`config.mk`:
```
export PLATFORM = sky130hd
export DESIGN_NAME = run_sequencer
export DESIGN_NICKNAME = d
export VERILOG_FILES = /design/src/rtl/run_sequencer.sv
export SDC_FILE = /design/constraint.sdc
export NUM_CORES = 1
export LEC_CHECK = 0
export CAP_MARGIN = 10
export CORE_UTILIZATION = 45
export CTS_CLUSTER_SIZE = 10
export DETAILED_ROUTE_END_ITERATION = 8
export GPL_ROUTABILITY_DRIVEN = 0
export MAX_ROUTING_LAYER = met4
export PLACE_DENSITY = 0.79
export SLEW_MARGIN = 20
export SYNTH_ARGS = -nofsm -noshare
export SYNTH_HDL_FRONTEND = slang
export SYNTH_SLANG_ARGS = --single-unit
```
`constraint.sdc`:
```
create_clock -name clk -period 2.5 [get_ports clk]
set_clock_uncertainty 0.2 [all_clocks]
set_input_delay 0.5 -clock clk [delete_from_list [all_inputs] [get_ports clk]]
set_output_delay 0.5 -clock clk [all_outputs]
set_load 0.02 [all_outputs]
```
`src/rtl/run_sequencer.sv`:
```
// run_sequencer: req/ack run controller that holds the core in init, runs it to the halt PC and
// counts RUN cycles, aborting runaway programs through a watchdog.
module run_sequencer #(
    parameter int             A           = 16,
    parameter logic [A-1:0]   HALT_PC     = 'h1FF,
    parameter int             INIT_CYCLES = 2,
    parameter int             CW          = 16,
    parameter int             TIMEOUT     = 'hFFFF
) (
    input  logic          clk,
    input  logic          reset,
    input  logic          req,
    input  logic [A-1:0]  pc,
    output logic          ack,
    output logic          core_init,
    output logic          core_run,
    output logic          busy,
    output logic [CW-1:0] cycle_count,
    output logic          timeout_flag
);
    typedef enum logic [1:0] {IDLE, INIT, RUN, DONE} state_t;
    localparam int             IW        = (INIT_CYCLES > 1) ? $clog2(INIT_CYCLES) : 1;
    localparam logic [IW-1:0]  INIT_LAST = IW'(INIT_CYCLES - 1);
    localparam logic [CW-1:0]  RUN_LAST  = CW'(TIMEOUT - 1);
    state_t        state;
    logic [IW-1:0] init_cnt;
    always_ff @(posedge clk) begin
        if (!reset) begin
            state        <= IDLE;
            init_cnt     <= '0;
            cycle_count  <= '0;
            timeout_flag <= 1'b0;
        end else begin
            case (state)
                IDLE: if (req) begin
                    state        <= INIT;
                    init_cnt     <= INIT_LAST;
                    cycle_count  <= '0;
                    timeout_flag <= 1'b0;
                end
                INIT: begin
                    init_cnt <= init_cnt - IW'(1);
                    if (init_cnt == '0) state <= RUN;
                end
                RUN: begin
                    // saturate rather than wrap when the watchdog is disabled
                    if (cycle_count != '1) cycle_count <= cycle_count + CW'(1);
                    if (pc == HALT_PC) begin
                        state        <= DONE;
                        timeout_flag <= 1'b0;
                    end else if (TIMEOUT != 0 && cycle_count == RUN_LAST) begin
                        state        <= DONE;
                        timeout_flag <= 1'b1;
                    end
                end
                DONE: if (!req) state <= IDLE;
                default: state <= IDLE;
            endcase
        end
    end
    assign ack       = (state == DONE);
    assign core_init = (state == IDLE) || (state == INIT);
    assign core_run  = (state == RUN);
    assign busy      = (state == INIT) || (state == RUN);
endmodule

```
==> flow_metrics.tcl <==
set metrics [dict create \
    synth_edf_count 0 \
    crit_arrival_ns 2.45 \
    h-tree-depth 1 \
    syn2layout_area_growth_pct 42.6 \
    slew_violations 0 \
    routed_wl_um 3310 \
    drtAntennaViolNets 0 \
    numPortBuffers 39 \
    drive_above_1_share 0.0964 \
    drt-initial-drc-count 35 \
    path_clk_slew_ns 0.13 \
    coreArea_um2 2520 \
    synthFlopType "dfxtp_1" \
    drc_errors 0 \
    synth_area_per_cell_um2 7.92 \
    criticalPathCategory "in -> reg" \
    start_util 0.481 \
    syn_inst 153 \
    synthTopCellsByArea "dfxtp_1 33%, nand2_1 6.8%, ha_1 6.2%" \
    die_y_um 53.9 \
    grt_pass1_vias 1243 \
    hpwl_um 2450 \
    yosysTopAreaCellShare 0.330 \
    final_cell_mix "37 x clkdlybuf4s50_1, 22 x nand2_1, 20 x dfxtp_1" \
    grt_max_degree 18 \
    cts.sinks 20 \
    insertion_delay_ns 0.31 \
    async_flop_share 0 \
    cts_tree "yes" \
    setup_slack_ns 0.0925 \
    antenna_cells 0 \
    reg2reg_slack_ns 0.38 \
    status "finished clean" \
    slew_headroom 0.717 \
    finalHoldViolCount 0 \
    maxCapViolCount 0 \
    synth_top_area_cell "dfxtp_1" \
    dp_slack_ns -0.256 \
    setup_violations 0 \
    std_cell_rows 18 \
    antenna_found_initial 0 \
    reg2reg_depth 7 \
    routedWlPerCell_um 14.6 \
    syn_nets 178 \
    yosys_warnings 0 \
    worstSetupEndpointType "flop" \
    viasPerCell 6.00 \
    tightest_slew_ns 0.422 \
    grt_pass1_wl_um 5240 \
    drt_first_pass_iters 4 \
    irDropWorstVdd_mv 0.478 \
    final_common_cell "clkdlybuf4s50_1" \
    cts-root-buf "clkbuf_4" \
    die_x_um 53.9 \
    vias 1363 \
    ys_types 38 \
    max_freq_mhz 415 \
    ys_ff_latch 20 \
    seq_area_frac_synth 0.330 \
    required_ns 2.54 \
    grt_overflow 0 \
    fin_crit_sh 0.963 \
    worstHoldPathCells 2 \
    power.total_mw 1.10 \
    nets 223 \
    start_kind "primary input" \
    rsz0062_at_grt "no" \
    fin_crit_ns 2.41 \
    die-area_um2 2910 \
    clockBufferDepth 2 \
    power.density_nw_per_um2 634 \
    crit_fanout 2 \
    numCtsBuffers 3 \
    holdCritPathClass "reg -> reg" \
    p_leak_nw 0.659 \
    io_pins 40 \
    syn_area_um2 1210 \
    grt_usage 0.255 \
]
[cells in the mapped netlist, types with 2 or more instances]
| master | number |
|---|---|
| o41ai_1 | 2 |
| nor2_1 | 12 |
| dfxtp_1 | 20 |
| nand3_1 | 13 |
| nor3_1 | 3 |
| or4_1 | 3 |
| nand2_1 | 22 |
| a21oi_1 | 4 |
| nand4_1 | 6 |
| nand2b_1 | 3 |
| o21ai_0 | 6 |
| ha_1 | 6 |
| a31oi_1 | 6 |
| buf_2 | 2 |
| o22ai_1 | 2 |
| a311oi_1 | 3 |
| and3_1 | 3 |
| or3_1 | 4 |
| o211a_1 | 6 |
| clkbuf_1 | 4 |
| inv_1 | 6 |
[final cells by class]
| type | count | area [µm²] |
|---|---|---|
| Fill cell | 204 | 793 |
| Clock inverter | 1 | 30.0 |
| Sequential cell | 20 | 400 |
| Multi-Input combinational cell | 120 | 764 |
| Tap cell | 30 | 37.5 |
| Clock buffer | 3 | 22.5 |
| Timing Repair Buffer | 47 | 452 |
| Inverter | 6 | 22.5 |
[logic make-up after synthesis]
logic type,Yosys count,synth area share
AO/OA/AOI/OAI,39,0.248
adder cells (fa/ha/maj),6,0.0619
buffers and inverters,13,0.0433
flip-flops,20,0.330
multiplexers,2,0.0175
AND/OR/NAND/NOR,73,0.299
[metal layers]
layer  global-route usage  vias up  share of wire
met1                0.298      641           0.44
met2                0.447       58           0.48
met4               0.0833        0         0.0045
met3               0.0311        2          0.075
met5                    -        -              0
li1                     -      662              -
[state kept, by name (all words and copies together), names as in the netlist]
register and flops:
cycle_count 16, init_cnt 1, state 2, timeout_flag 1
[path summary, 6_finish.rpt]
path,from,end
worst min-delay path,cycle_count[15]$_SDFFE_PN0P_,cycle_count[15]$_SDFFE_PN0P_
worst max-delay path,pc[9],state[0]$_SDFFE_PN0P_
worst max register to register,state[0]$_SDFFE_PN0P_,cycle_count[13]$_SDFFE_PN0P_
worst min register to register,cycle_count[15]$_SDFFE_PN0P_,cycle_count[15]$_SDFFE_PN0P_
[where the power goes]
group	total [mW]	switching, mW	leakage, nW	internal (mW)
Sequential	0.360	0.0215	0.162	0.338
Clock	0.272	0.110	0.0279	0.162
Combinational	0.464	0.261	0.470	0.204
Total	1.10	0.392	0.659	0.704
[per-stage QoR]
step	area (µm²)	setup TNS [ns]	instances	utilization	hold slack, ns
detailed placement	1670	-0.479	223	0.662	0.313
CTS	1720	0	227	0.683	0.333
global placement	1670	-0.352	223	0.662	0.291
global route	1730	0	227	0.686	0.355
floorplan	1210	0	153	-	0.268
finish	1730	0	227	0.686	0.325
[critical path, cell delays in order]
cell and delay, ns:
clkdlybuf4s50_1 0.39, or4b_1 0.54, o41ai_2 0.41, a31oi_1 0.11, or3_1 0.36, o22ai_1 0.14
[what timing repair did]
action / in CTS / in global routing
hold buffers: 0 / 0
resized for setup: 1 / 2
setup buffers: 0 / 0
endpoints found under the setup margin: 1 / 2
Note: power is estimated with default switching activity, not from simulation.
